### config.mk
export PLATFORM = sky130hd
export DESIGN_NAME = carbon_init_seq
export DESIGN_NICKNAME = d
export VERILOG_FILES = /design/src/rtl/carbon_init_seq.sv
export SDC_FILE = /design/constraint.sdc
export NUM_CORES = 1
export LEC_CHECK = 0
export CAP_MARGIN = 20
export CELL_PAD_IN_SITES_DETAIL_PLACEMENT = 2
export CELL_PAD_IN_SITES_GLOBAL_PLACEMENT = 2
export CORE_UTILIZATION = 16
export DETAILED_ROUTE_END_ITERATION = 7
export GPL_TIMING_DRIVEN = 0
export HOLD_SLACK_MARGIN = 0.08
export PLACE_DENSITY = 0.88
export SLEW_MARGIN = 40
export SYNTH_ARGS = -nofsm -noshare
export SYNTH_HDL_FRONTEND = slang
export SYNTH_SLANG_ARGS = --single-unit
### constraint.sdc
create_clock -name clk -period 3 [get_ports clk]
set_input_delay 0.3 -clock clk [delete_from_list [all_inputs] [get_ports clk]]
set_output_delay 0.3 -clock clk [all_outputs]
set_load 0.05 [all_outputs]
### src/rtl/carbon_init_seq.sv
// ---------------------------------------------------------------------------
// carbon_init_seq
//
// Purpose : Boot-time CSR initialisation sequencer. The core is held in halt
//           while a parameter table of (address, data) pairs is written
//           through a CSR master. Faulted accesses are retried up to
//           MAX_RETRY extra times per entry. After the last entry the core
//           is released with a one-cycle run pulse. An entry that exhausts
//           its retries aborts the table and keeps the core halted.
//
// Optional feature : define CARBON_INIT_SEQ_VERIFY_EN to read back every
//           entry after its write. A read-back fault or a data mismatch
//           counts as a failed attempt and the write is retried.
//
// Ports   :
//   clk          in   clock; every register is updated on its rising edge
//   rst          in   synchronous active-high reset
//   restart      in   re-run the table (honoured in DONE/FAULT only)
//   csr_start    out  one-cycle access strobe to the CSR master
//   csr_write    out  1 = write, 0 = read (read only with verify enabled)
//   csr_addr     out  [31:0] access address, held until the next access
//   csr_wdata    out  [31:0] write data, held until the next access
//   csr_busy     in   CSR master busy; no strobe is issued while high
//   csr_done     in   access-complete pulse
//   csr_fault    in   access faulted, qualified by csr_done
//   csr_rdata    in   [31:0] read data, qualified by csr_done
//   halt_req     out  hold the core halted
//   run_pulse    out  one-cycle core release strobe
//   init_done    out  sticky: table completed
//   init_fault   out  sticky: table aborted
//   fault_index  out  [7:0] index of the entry that aborted the table
// ---------------------------------------------------------------------------
module carbon_init_seq #(
   parameter int          N_ENTRIES             = 8,
   parameter int          N_USED                = 6,
   parameter logic [31:0] INIT_ADDR  [N_ENTRIES] = '{default: 32'h0},
   parameter logic [31:0] INIT_WDATA [N_ENTRIES] = '{default: 32'h0},
   parameter int          MAX_RETRY             = 2
) (
   input  logic        clk,
   input  logic        rst,
   input  logic        restart,
   output logic        csr_start,
   output logic        csr_write,
   output logic [31:0] csr_addr,
   output logic [31:0] csr_wdata,
   input  logic        csr_busy,
   input  logic        csr_done,
   input  logic        csr_fault,
   input  logic [31:0] csr_rdata,
   output logic        halt_req,
   output logic        run_pulse,
   output logic        init_done,
   output logic        init_fault,
   output logic [7:0]  fault_index
);

   localparam int IW   = (N_ENTRIES > 1) ? $clog2(N_ENTRIES) : 1;
   localparam int RW   = (MAX_RETRY > 0) ? $clog2(MAX_RETRY + 1) : 1;
   localparam int LAST = (N_USED > 0) ? (N_USED - 1) : 0;

   typedef enum logic [2:0] {
      S_ISSUE   = 3'd0,
      S_WAIT    = 3'd1,
      S_VISSUE  = 3'd2,
      S_VWAIT   = 3'd3,
      S_RELEASE = 3'd4,
      S_DONE    = 3'd5,
      S_FAULT   = 3'd6
   } state_t;

   state_t          r_state;
   logic [IW-1:0]   r_idx;
   logic [RW-1:0]   r_retry;
   logic            r_start;
   logic [31:0]     r_addr;
   logic [31:0]     r_wdata;
   logic            r_halt;
   logic            r_run;
   logic            r_done;
   logic            r_fault;
   logic [7:0]      r_fidx;

   logic            w_last;
   logic            w_retry_ok;
   logic            w_bad;      // completed attempt counts as a failure
   logic            w_adv;      // completed attempt finishes the entry

   assign w_last     = (r_idx == IW'(LAST));
   assign w_retry_ok = (r_retry < RW'(MAX_RETRY));

`ifdef CARBON_INIT_SEQ_VERIFY_EN
   logic r_write;
   logic w_rb_ok;

   assign w_rb_ok = (csr_rdata == INIT_WDATA[r_idx]);
   // A write that completes cleanly moves on to its read-back; only the
   // read-back completion finishes the entry.
   assign w_bad   = csr_fault || ((r_state == S_VWAIT) && !w_rb_ok);
   assign w_adv   = !w_bad && (r_state == S_VWAIT);
   assign csr_write = r_write;
`else
   logic w_unused;

   assign w_unused  = ^csr_rdata;
   assign w_bad     = csr_fault;
   assign w_adv     = !csr_fault;
   assign csr_write = 1'b1;
`endif

   always_ff @(posedge clk) begin
      if (rst) begin
         r_state <= S_ISSUE;
         r_idx   <= '0;
         r_retry <= '0;
         r_start <= 1'b0;
         r_addr  <= '0;
         r_wdata <= '0;
         r_halt  <= 1'b1;
         r_run   <= 1'b0;
         r_done  <= 1'b0;
         r_fault <= 1'b0;
         r_fidx  <= '0;
`ifdef CARBON_INIT_SEQ_VERIFY_EN
         r_write <= 1'b1;
`endif
      end else begin
         // Strobes default low so each is exactly one cycle wide.
         r_start <= 1'b0;
         r_run   <= 1'b0;
         case (r_state)
            S_ISSUE: begin
               if (N_USED == 0) begin
                  // Empty table: release straight away, no CSR traffic.
                  r_state <= S_RELEASE;
                  r_run   <= 1'b1;
                  r_halt  <= 1'b0;
                  r_done  <= 1'b1;
               end else if (!csr_busy) begin
                  r_start <= 1'b1;
                  r_addr  <= INIT_ADDR[r_idx];
                  r_wdata <= INIT_WDATA[r_idx];
`ifdef CARBON_INIT_SEQ_VERIFY_EN
                  r_write <= 1'b1;
`endif
                  r_state <= S_WAIT;
               end
            end
`ifdef CARBON_INIT_SEQ_VERIFY_EN
            S_VISSUE: begin
               if (!csr_busy) begin
                  r_start <= 1'b1;
                  r_write <= 1'b0;
                  r_state <= S_VWAIT;
               end
            end
`endif
            S_WAIT, S_VWAIT: begin
               // csr_done is only looked at here, so strays elsewhere vanish.
               if (csr_done) begin
                  if (w_bad) begin
                     if (w_retry_ok) begin
                        r_retry <= r_retry + 1'b1;
                        r_state <= S_ISSUE;
                     end else begin
                        r_state <= S_FAULT;
                        r_fault <= 1'b1;
                        r_fidx  <= 8'(r_idx);
                     end
                  end else if (w_adv) begin
                     r_retry <= '0;
                     if (w_last) begin
                        // Outputs flip together with the entry into RELEASE.
                        r_state <= S_RELEASE;
                        r_run   <= 1'b1;
                        r_halt  <= 1'b0;
                        r_done  <= 1'b1;
                     end else begin
                        r_idx   <= r_idx + 1'b1;
                        r_state <= S_ISSUE;
                     end
                  end else begin
                     r_state <= S_VISSUE;
                  end
               end
            end
            S_RELEASE: begin
               r_state <= S_DONE;
            end
            S_DONE, S_FAULT: begin
               if (restart) begin
                  r_idx   <= '0;
                  r_retry <= '0;
                  r_fault <= 1'b0;
                  if (N_USED == 0) begin
                     r_state <= S_RELEASE;
                     r_run   <= 1'b1;
                     r_halt  <= 1'b0;
                     r_done  <= 1'b1;
                  end else begin
                     r_state <= S_ISSUE;
                     r_halt  <= 1'b1;
                     r_done  <= 1'b0;
                  end
               end
            end
            default: begin
               r_state <= S_ISSUE;
            end
         endcase
      end
   end

   assign csr_start   = r_start;
   assign csr_addr    = r_addr;
   assign csr_wdata   = r_wdata;
   assign halt_req    = r_halt;
   assign run_pulse   = r_run;
   assign init_done   = r_done;
   assign init_fault  = r_fault;
   assign fault_index = r_fidx;

endmodule

# Word-level counts from Yosys, hierarchy flattened
# Memories as Yosys holds them, arrays and structs flattened. A register that Yosys moved wholly into a read port is not among the register bits.
# Cells that the tools add are included.
# word_totals
regBits,16
rom_bits,256
input_bits,38
out_inout_bits,78
elab_cells,79
n_memories,1
# classes
addsub,2
order_cmp,1
n_eq_ne,15
n_mux,32
n_bitwise,6
reduce_logical,13
# mem_list
name,words,width,rd,rd_ports_with_merged_regs,write_ports,line,source
(name not given),8,32,1,1,0,142,r_wdata <= INIT_WDATA[r_idx];
# ops
op,count
3-bit two-way mux,9
"2-bit != test, second input constant",8
5-bit AND reduction,3
1-bit two-way mux,13
"3-bit equality test, second input constant",4
3-bit one-hot mux with 4 select lines,1
2-bit two-way mux,4
4-bit AND reduction,2
1-bit one-hot mux with 2 select lines,3
3-bit one-hot mux with 2 select lines,1
2-bit OR reduction,3
1-bit NOT,5
3-bit NOT with 4-bit output,1
2-bit one-hot mux with 2 select lines,1
4-bit OR reduction,1
"3-bit by 1-bit adder with 3-bit output, second input constant",1
"3-bit by 1-bit equality test with 1-bit output, second input constant",1
"3-bit by 2-bit equality test with 1-bit output, second input constant",1
3-bit zero test,1
"3-bit != test, second input constant",1
3-bit AND reduction,1
"2-bit by 1-bit adder with 2-bit output, second input constant",1
"2-bit < comparator, second input constant",1
2-bit AND reduction,1
2-bit nonzero test,1

# Depth between registers and ports, before layout
# Gate-level depths: netlist of run 1.
# logic_depth
word_depth,5
mapped_depth,6
depth_no_buf,6

# Worst setup path after synthesis of run 1
# No wires, ideal clock.
# synth_timing
kind,register to register
startpoint,register r_state[2]
endpoint,register r_halt (netlist: halt_req)
setup_ps,120
arrival_ps,1091
required_ps,2880
path_slack_ps,1789
stages_incl_launch_ff,5
n_path_buf,1
synth_period_minus_slack_ps,1211
path_cell_list,dfxtp_1 buf_6 and4bb_4 nand3_1 a211o_1
# synth_between
elab_chain_len,4
elab_cells_between_ends,13
classes_between,8 x eq/ne; 1 x mux; 4 x reduce/logical
# synth_rtl
element,line,source
from (decl),72,state_t r_state;
from (signal assigned),113,r_state <= S_ISSUE;
from (signal assigned),135,r_state <= S_RELEASE;
from (signal assigned),146,r_state <= S_WAIT;
3-bit by 1-bit equality test with 1-bit output (tied with other cells),131,case (r_state)
2-bit OR reduction,131,
2-bit != test (no source line) / 2-bit nonzero test (equally long branches),-,
5-bit AND reduction (no source line),-,
to (signal assigned),119,r_halt <= 1'b1;
to (signal assigned),137,r_halt <= 1'b0;
to (signal assigned),176,r_halt <= 1'b0;
to (decl),78,logic r_halt;
# Several ways; a longest one is shown, not always the timed one.
# A chain may end at the register's enable or synchronous reset.

# Final worst setup path of run 1
# layout_timing
startpoint,register r_fidx[1] (netlist: fault_index[1])
endpoint,output fault_index[1]
# layout_rtl
element,line,source
from (decl),82,logic [7:0] r_fidx;
from (signal assigned),168,r_fidx <= 8'(r_idx);
to (decl),55,output logic [7:0] fault_index
# No word-level cell between the ends.

==> out/qor.csv, run 1 <==
stage,metric,value,unit
timing,hold_viol,0,
synthesis,synth_edf_count,0,
layout,syn_to_final_growth,42.5,%
layout,nets,283,
min_path,hold_path.class,flip-flop to flip-flop,
timing,rsz0062_at_grt,no,
detailed_routing,remaining_drc_errors,0,
synthesis,synth_warnings,0,
worst_setup_path,crit_required,2700,ps
detailed_routing,wl_per_cell,8.99,um
timing,fin_crit,1710,ps
power,power_leakage,0.950,nW
detailed_routing,drtAntennaViolNets,0,
layout,drive_gt1_frac,0.344,
grt,grt_max_degree,11,
timing,final.setup.tns,0,ps
timing,fmax,586,MHz
power,power_density,367,nW/um2
placement,place_ws,1240,ps
timing,maxSlewViolCount,0,
detailed_routing,drt_iter0_drc,5,
detailed_routing,vias_per_cell,3.23,
detailed_routing,vias,1109,
placement,dp_hpwl,2610,um
placement,gp_congestion,0.702,
floorplan,row_count,32,
grt,grt_overflow,0,
layout,mostFrequentLayoutCells,"buf_4 (71), conb_1 (70), dfxtp_1 (16)",
worst_setup_path,crit_cells,1,
timing,finalSetupViolCount,0,
synthesis,syn_area_per_cell,8.31,um2
outcome,status,completed,
clock_network,cts_buffers,3,
worst_setup_path,start_kind,flip-flop,
synthesis,synthArstFlopShare,0,
worst_setup_path,crit_type,flip-flop to primary output,
worst_setup_path,crit_chain,clkdlybuf4s50_1,
clock_network,post_cts_buffers,0,
clock_network,cts.reportedPaths.clkPinSlew,60,ps
grt,grt_first_pass_wirelength,4890,um
floorplan,pin_count,116,
grt,antenna_found_initial,0,
clock_network,clk_latency,250,ps
synthesis,ys.flop_type,dfxtp_1,
clock_network,clock-root-buffer,clkbuf_8,
worst_setup_path,r2r_cells,6,
power,peakVddDrop,0.112,mV
worst_setup_path,slowest_stage,clkdlybuf4s50_1,
detailed_routing,drt_pass1_iterations,2,
floorplan,start_util,0.167,
worst_setup_path,crit_fanout,2,
timing,fin_crit_sh,0.569,
timing,finClkSkew,4.71,ps
synthesis,syn_area,1310,um2
clock_network,clockBufferDepth,2,
worst_setup_path,worst_path_largest_cell_delay,830,ps
timing,relSlewSlack,0.649,
synthesis,synth_cell_types,33,
worst_setup_path,crit_family,buffers and inverters,
clock_network,cts_tree,yes,
synthesis,syn_inst,157,
worst_setup_path,cp.arrival,1410,ps
worst_setup_path,crit_buf_inv,1,
worst_setup_path,cp-end-kind,primary output,
grt,grt_pass1_vias,1082,
grt,track_usage,0.0719,
layout,final_common_cell,buf_4,
floorplan,core,7810,um2
timing,worst_pin_slew,524,ps
min_path,whs_path_depth,1,
timing,layout_setup_ws,1290,ps
clock_network,cts.htree.levels,1,
layout,num_antenna_cells,0,
clock_network,ctsResizeCount,0,
synthesis,ys_ff_latch,16,
floorplan,die_area,8520,um2
run,drv_cap,0,
detailed_routing,finalWirelength,3080,um
placement,numPortBuffers,13,
floorplan,die_h,92.3,um
synthesis,seq_area_frac_synth,0.245,
clock_network,postCtsHoldBufs,0,
clock_network,cts.sinks,16,
floorplan,die_x,92.3,um
-- area by class of cell --
cell class | count | area (um2)
well taps | 102 | 128
flip-flops and latches | 16 | 320
fillers | 961 | 5950
clock buffers | 3 | 41.3
multi-input cells | 133 | 681
repair buffers | 13 | 130
inverters | 3 | 11.3
plain buffers | 73 | 548
-- metal layers --
| layer | track usage | wire [um] |
|---|---|---|
| met5 | 0 | 0 |
| met4 | 0.0130 | 19 |
| met3 | 0.0328 | 303 |
| met2 | 0.144 | 1670 |
| met1 | 0.0657 | 1090 |
-- worst register-to-register path, cell delays in order, from the launching register on --
cell and delay (ps):
dfxtp_1 370, inv_1 70, ha_1 210, nand2_1 140
nand2_2 100, or2_0 210, a21oi_1 130
-- report_power, final --
group,internal [mW],switching [mW]
Clock,0.0889,0.0704
Sequential,0.215,0.00147
Combinational,0.0791,0.226
Total,0.383,0.298
-- cell usage after synthesis, drive strengths merged (3+ instances only) --
| cell | count | area, um2 |
|---|---|---|
| nand3 | 6 | 30.0 |
| a31oi | 4 | 25.0 |
| inv | 3 | 11.3 |
| and2 | 3 | 20.0 |
| mux2i | 3 | 30.0 |
| dfxtp | 16 | 320 |
| buf | 72 | 544 |
| nor2 | 10 | 45.0 |
| a21oi | 7 | 35.0 |
| nand2 | 7 | 28.8 |
| or2 | 3 | 18.8 |
-- per-stage QoR --
stage | util | area (um2) | hold slack (ps) | power, mW | std cells
after floorplan | - | 1560 | 369 | 0.504 | 225
after global placement | 0.233 | 1820 | 458 | 0.520 | 340
after detailed placement | 0.233 | 1820 | 457 | 0.521 | 340
after CTS | 0.238 | 1860 | 472 | 0.685 | 343
after global routing | 0.238 | 1860 | 508 | 0.716 | 343
final | 0.238 | 1860 | 464 | 0.682 | 343
-- cells by family (layout without fill, tap and decap cells) --
family	count (synthesis)	in the layout	share of synthesized area
simple gates	38	38	0.175
flops	16	16	0.245
other cells	2	70	0.00575
mux	3	3	0.0230
xor+xnor	1	1	0.0125
buf+inv	76	92	0.429
fa+ha+maj	2	2	0.0192
compound gates	19	19	0.0901
-- registers in the layout, summed over array words and instances, names as in the netlist, 2 cells and up --
name / count
r_idx: 3
r_retry: 2
fault_index: 3
r_state: 3
-- final timing paths --
kind,slack (ps),start,end
max,1290,fault_index[1]$_SDFFE_PP0P_,fault_index[1]
min reg2reg,460,halt_req$_SDFFE_PP1P_,halt_req$_SDFFE_PP1P_
min,460,halt_req$_SDFFE_PP1P_,halt_req$_SDFFE_PP1P_
max reg2reg,1710,r_idx[1]$_SDFFE_PP0P_,r_idx[0]$_SDFFE_PP0P_
No activity file was read; power rests on OpenSTA's default activity.
==> run 2: changes to the inputs <==
- CORE_UTILIZATION: 16 -> 15
- PLACE_DENSITY: 0.88 -> 0.83
- clock period: 3 -> 1.61 ns (I/O delays scaled with it)
==> run 2 against run 1 <==
Compared with the run above:
- power rose by 96%
- critical path depth unchanged
- clock power up 130%
- die area is 6.5% higher
- combinational power is 86% higher
- largest power group unchanged
- routed wire length shrank 0.13%
- sequential cell count stayed put
- sequential share of layout area decreased by 0.18 points
- largest cell class unchanged
- sequential power is 86% higher
- critical endpoint is now init_done
- setup slack worse by 1200 ps
- non-clock buffer count unchanged
==> out/qor.csv, run 2 (synthesized netlist as in run 1, its figures left out) <==
stage,metric,value,unit
worst_setup_path,reg2reg_from,r_idx[1]$_SDFFE_PP0P_,
placement,placed_cells,343,
run,drv_cap,0,
timing,finalHoldWorstSlack,471,ps
placement,dp_hpwl,2580,um
layout,nets,283,
worst_setup_path,crit_type,flip-flop to primary output,
grt,grt_first_pass_wirelength,4750,um
timing,worst_pin_slew,522,ps
clock_network,cts_buffers,3,
clock_network,cts.reportedPaths.clkPinSlew,60,ps
worst_setup_path,critPathLaunch,init_done$_SDFFE_PP0P_,
power,peakVddDrop,0.184,mV
layout,syn_to_final_growth,44.0,%
placement,place_ws,-25.7,ps
power,pwr-share-clk,0.271,
clock_network,cts_tree,yes,
clock_network,cts.htree.levels,1,
clock_network,clockBufferDepth,2,
clock_network,cts.sinks,16,
worst_setup_path,start_kind,flip-flop,
min_path,min_from,halt_req$_SDFFE_PP1P_,
worst_setup_path,slowest_stage,clkdlybuf4s50_1,
timing,layout_setup_ws,47.8,ps
worst_setup_path,crit_buf_inv,1,
layout,fill_cells,1020,
power,power_density,710,nW/um2
timing,fmax,640,MHz
worst_setup_path,worst_path_largest_cell_delay,820,ps
clock_network,postCtsHoldBufs,0,
floorplan,pin_count,116,
grt,grt_overflow,0,
worst_setup_path,r2r_cells,6,
power,power_frac_seq,0.303,
outcome,status,completed,
timing,finClkSkew,8.83,ps
power,netSwitchingPower,0.568,mW
detailed_routing,vias,1117,
worst_setup_path,cp.arrival,1400,ps
power,p_int,0.766,mW
power,power_leakage,0.976,nW
layout,mostFrequentLayoutCells,"buf_4 (71), conb_1 (70), dfxtp_1 (16)",
worst_setup_path,crit_chain,clkdlybuf4s50_1,
worst_setup_path,crit_cells,1,
worst_setup_path,timing.rr.end,r_idx[2]$_SDFFE_PP0P_,
layout,final_common_cell,buf_4,
placement,gp_congestion,0.732,
grt,antenna_found_initial,0,
clock_network,clk_latency,250,ps
detailed_routing,wl_per_cell,8.87,um
clock_network,ctsResizeCount,0,
detailed_routing,drt_pass1_iterations,2,
timing,maxSlewViolCount,0,
floorplan,core,8300,um2
detailed_routing,vias_per_cell,3.22,
power,p_sw_frac,0.426,
layout,fin_util,0.226,
detailed_routing,drtAntennaViolNets,0,
worst_setup_path,crit_fanout,2,
clock_network,post_cts_buffers,0,
clock_network,clock-root-buffer,clkbuf_8,
layout,drive_gt1_frac,0.347,
timing,finalSetupViolCount,0,
power,comb_power_share,0.426,
worst_setup_path,crit_required,1450,ps
layout,num_antenna_cells,0,
worst_setup_path,cp-end-kind,primary output,
timing,rsz0062_at_grt,no,
min_path,hold_path.class,flip-flop to flip-flop,
grt,track_usage,0.0694,
timing,fin_crit,1560,ps
grt,grt_pass1_vias,1072,
floorplan,die_area,9080,um2
grt,grt_max_degree,11,
detailed_routing,finalWirelength,3080,um
floorplan,die_h,95.3,um
detailed_routing,drt_iter0_drc,10,
floorplan,start_util,0.157,
worst_setup_path,r2r_setup_slack,280,ps
worst_setup_path,crit_family,buffers and inverters,
worst_setup_path,endpoint,init_done,
timing,hold_viol,0,
timing,relSlewSlack,0.651,
timing,fin_crit_sh,0.970,
power,power.total,1.33,mW
placement,numPortBuffers,13,
floorplan,die_x,95.3,um
floorplan,row_count,33,
detailed_routing,remaining_drc_errors,0,
layout,final_cells,347,
[run 2: cell types whose count changed in the layout (fill, tap and decap cells not counted)]
cell | before | now
clkbuf_8 | 3 | 4
clkdlybuf4s50_1 | 13 | 12
dlymetal6s2s_1 | 0 | 1
[run 2: power by group through the flow]
stage	logic [mW]	registers (mW)	clock network, mW
after floorplan	0.522	0.418	0
after global placement	0.556	0.413	0
after detailed placement	0.558	0.413	0
after CTS	0.559	0.404	0.376
after global routing	0.596	0.404	0.397
final	0.569	0.404	0.361
[run 2: stage by stage]
step	area, um2	setup TNS, ps
global placement	1820	0
floorplan	1560	0
CTS	1880	0
global route	1880	0
detailed placement	1820	-52.9
finish	1880	0
[run 2: cell type report]
cell class	count	area (um2)	share of cell area
Tap cell	105	131	0.0699
Inverter	3	11.3	0.00599
Multi-Input combinational cell	133	681	0.362
Sequential cell	16	320	0.170
Timing Repair Buffer	13	133	0.0706
Clock buffer	4	55.1	0.0293
Buffer	73	548	0.292
[run 2: layer usage]
layer,up-vias,wire [um],track usage
met5,-,0,0
met4,0,49,0.0303
met3,5,268,0.0199
met2,51,1640,0.131
met1,517,1120,0.0699
li1,544,-,-
[run 2: worst min-delay path by stage]
stage	to	slack (ps)	cells after the start
global route	halt_req$_SDFFE_PP1P_	500	1
detailed placement	halt_req$_SDFFE_PP1P_	460	1
floorplan	r_idx[2]$_SDFFE_PP0P_	230	1
CTS	halt_req$_SDFFE_PP1P_	480	1
finish	halt_req$_SDFFE_PP1P_	470	1
global placement	halt_req$_SDFFE_PP1P_	460	1
==> run 3: changes to the inputs <==
- CAP_MARGIN: 20 -> 40
- CORE_ASPECT_RATIO: not set -> 0.75
==> run 3 against run 2 <==
Compared with the run above:
- worst hold slack improved by 27 ps
- power grew 14%
- die area barely moved
- routed wire length is 5.8% higher
- sequential cell count unchanged
- via count decreased by 3.1%
- first-iteration DRC count rose by 50%
- maximum frequency increased by 0.34%
- critical path depth did not move
- sequential power is essentially flat
- critical endpoint is now halt_req
- largest power group unchanged
==> out/qor.csv, run 3 (synthesized netlist as in run 1, its figures left out) <==
stage,metric,value,unit
grt,top_usage_layer,met2,
power,power_density,796,nW/um2
layout,drive_gt1_frac,0.347,
timing,fin_crit,1560,ps
clock_network,cts_tree,yes,
worst_setup_path,cp-end-kind,primary output,
worst_setup_path,worst_path_largest_cell_delay,810,ps
worst_setup_path,timing.rr.end,halt_req$_SDFFE_PP1P_,
detailed_routing,drtAntennaViolNets,0,
clock_network,post_cts_buffers,0,
detailed_routing,drt_pass1_iterations,3,
floorplan,die_h,82.8,um
worst_setup_path,r2r_setup_slack,270,ps
run,drv_cap,0,
placement,dp_hpwl,2630,um
timing,maxSlewViolCount,0,
placement,numPortBuffers,13,
layout,mostFrequentLayoutCells,"buf_4 (71), conb_1 (70), dfxtp_1 (16)",
grt,antenna_found_initial,0,
floorplan,die_x,110,um
placement,gp_congestion,0.728,
floorplan,start_util,0.154,
worst_setup_path,crit_required,1450,ps
worst_setup_path,crit_buf_inv,1,
grt,use_met3,0.0226,
min_path,hold_path.class,flip-flop to flip-flop,
worst_setup_path,endpoint,halt_req,
layout,nets,283,
clock_network,cts_buffers,3,
grt,grt_overflow,0,
outcome,status,completed,
grt,grt_first_pass_wirelength,4710,um
worst_setup_path,r2r_cells,4,
worst_setup_path,slowest_stage,clkdlybuf4s50_1,
clock_network,clock-root-buffer,clkbuf_16,
grt,track_usage,0.0704,
clock_network,cts.htree.levels,1,
timing,relSlewSlack,0.648,
clock_network,clockBufferDepth,2,
timing,worst_pin_slew,528,ps
worst_setup_path,crit_chain,clkdlybuf4s50_1,
floorplan,die_area,9080,um2
grt,met1_usage,0.0722,
floorplan,core,8450,um2
detailed_routing,finalWirelength,3260,um
timing,rsz0062_at_grt,no,
detailed_routing,vias_per_cell,3.09,
layout,syn_to_final_growth,47.0,%
layout,num_antenna_cells,0,
detailed_routing,drt_iter0_drc,15,
detailed_routing,remaining_drc_errors,0,
timing,finalSetupViolCount,0,
power,peakVddDrop,0.254,mV
worst_setup_path,crit_fanout,2,
power,power.total,1.53,mW
grt,grt_pass1_vias,942,
power,power_leakage,1.02,nW
clock_network,postCtsHoldBufs,0,
clock_network,cts.reportedPaths.clkPinSlew,50,ps
timing,final.setup.tns,0,ps
worst_setup_path,crit_family,buffers and inverters,
timing,fin_crit_sh,0.967,
worst_setup_path,cp.arrival,1400,ps
worst_setup_path,reg2reg_from,r_state[0]$_SDFFE_PP0P_,
clock_network,clk_latency,250,ps
detailed_routing,vias,1082,
timing,finClkSkew,4.94,ps
timing,fmax,642,MHz
floorplan,pin_count,116,
worst_setup_path,critPathLaunch,halt_req$_SDFFE_PP1P_,
worst_setup_path,crit_type,flip-flop to primary output,
clock_network,cts.sinks,16,
worst_setup_path,crit_cells,1,
worst_setup_path,start_kind,flip-flop,
grt,grt_max_degree,11,
detailed_routing,wl_per_cell,9.31,um
floorplan,row_count,29,
layout,final_common_cell,buf_4,
grt,grt_use_met2,0.132,
timing,hold_viol,0,
==> run 3: area by class of cell <==
cell class	instances	area [um2]
Sequential cell	16	320
Multi-Input combinational cell	133	681
Timing Repair Buffer	13	134
Buffer	73	548
Fill cell	1032	6540
Clock buffer	4	88.8
Tap cell	108	135
Inverter	3	11.3
==> run 3: per-stage QoR <==
stage	hold slack, ps	util	cells	setup slack, ps	area [um2]
after floorplan	230	-	225	399	1560
after global placement	457	0.216	346	9.81	1830
after detailed placement	496	0.216	346	-46.0	1830
after CTS	508	0.226	350	17.6	1910
after global routing	523	0.227	350	12.7	1920
final	498	0.227	350	53.1	1920
==> run 3: how the worst min path moves through the flow <==
stage	cells past startpoint	startpoint	to	slack, ps
floorplan	1	rst	r_idx[2]$_SDFFE_PP0P_	230
global placement	1	halt_req$_SDFFE_PP1P_	halt_req$_SDFFE_PP1P_	460
detailed placement	2	init_fault$_SDFFE_PP0P_	init_fault$_SDFFE_PP0P_	500
CTS	2	init_fault$_SDFFE_PP0P_	init_fault$_SDFFE_PP0P_	510
global route	2	fault_index[2]$_SDFFE_PP0P_	fault_index[2]$_SDFFE_PP0P_	520
finish	2	fault_index[2]$_SDFFE_PP0P_	fault_index[2]$_SDFFE_PP0P_	500
==> run 3: what timing repair did <==
item,CTS,global route
gates resized for setup,1,2
endpoints found under the hold margin,0,0
endpoints found under the setup margin,1,2
==> run 3: where the power goes <==
group	switching (mW)	internal (mW)	leakage (nW)
Sequential	0.00297	0.402	0.129
Clock	0.174	0.378	0.0442
Combinational	0.422	0.147	0.842
Total	0.599	0.928	1.02
==> run 3: routing by layer <==
layer | wire length, um | up-vias
li1 | - | 541
met1 | 1260 | 501
met2 | 1720 | 36
met3 | 241 | 4
met4 | 40 | 0
met5 | 0 | -
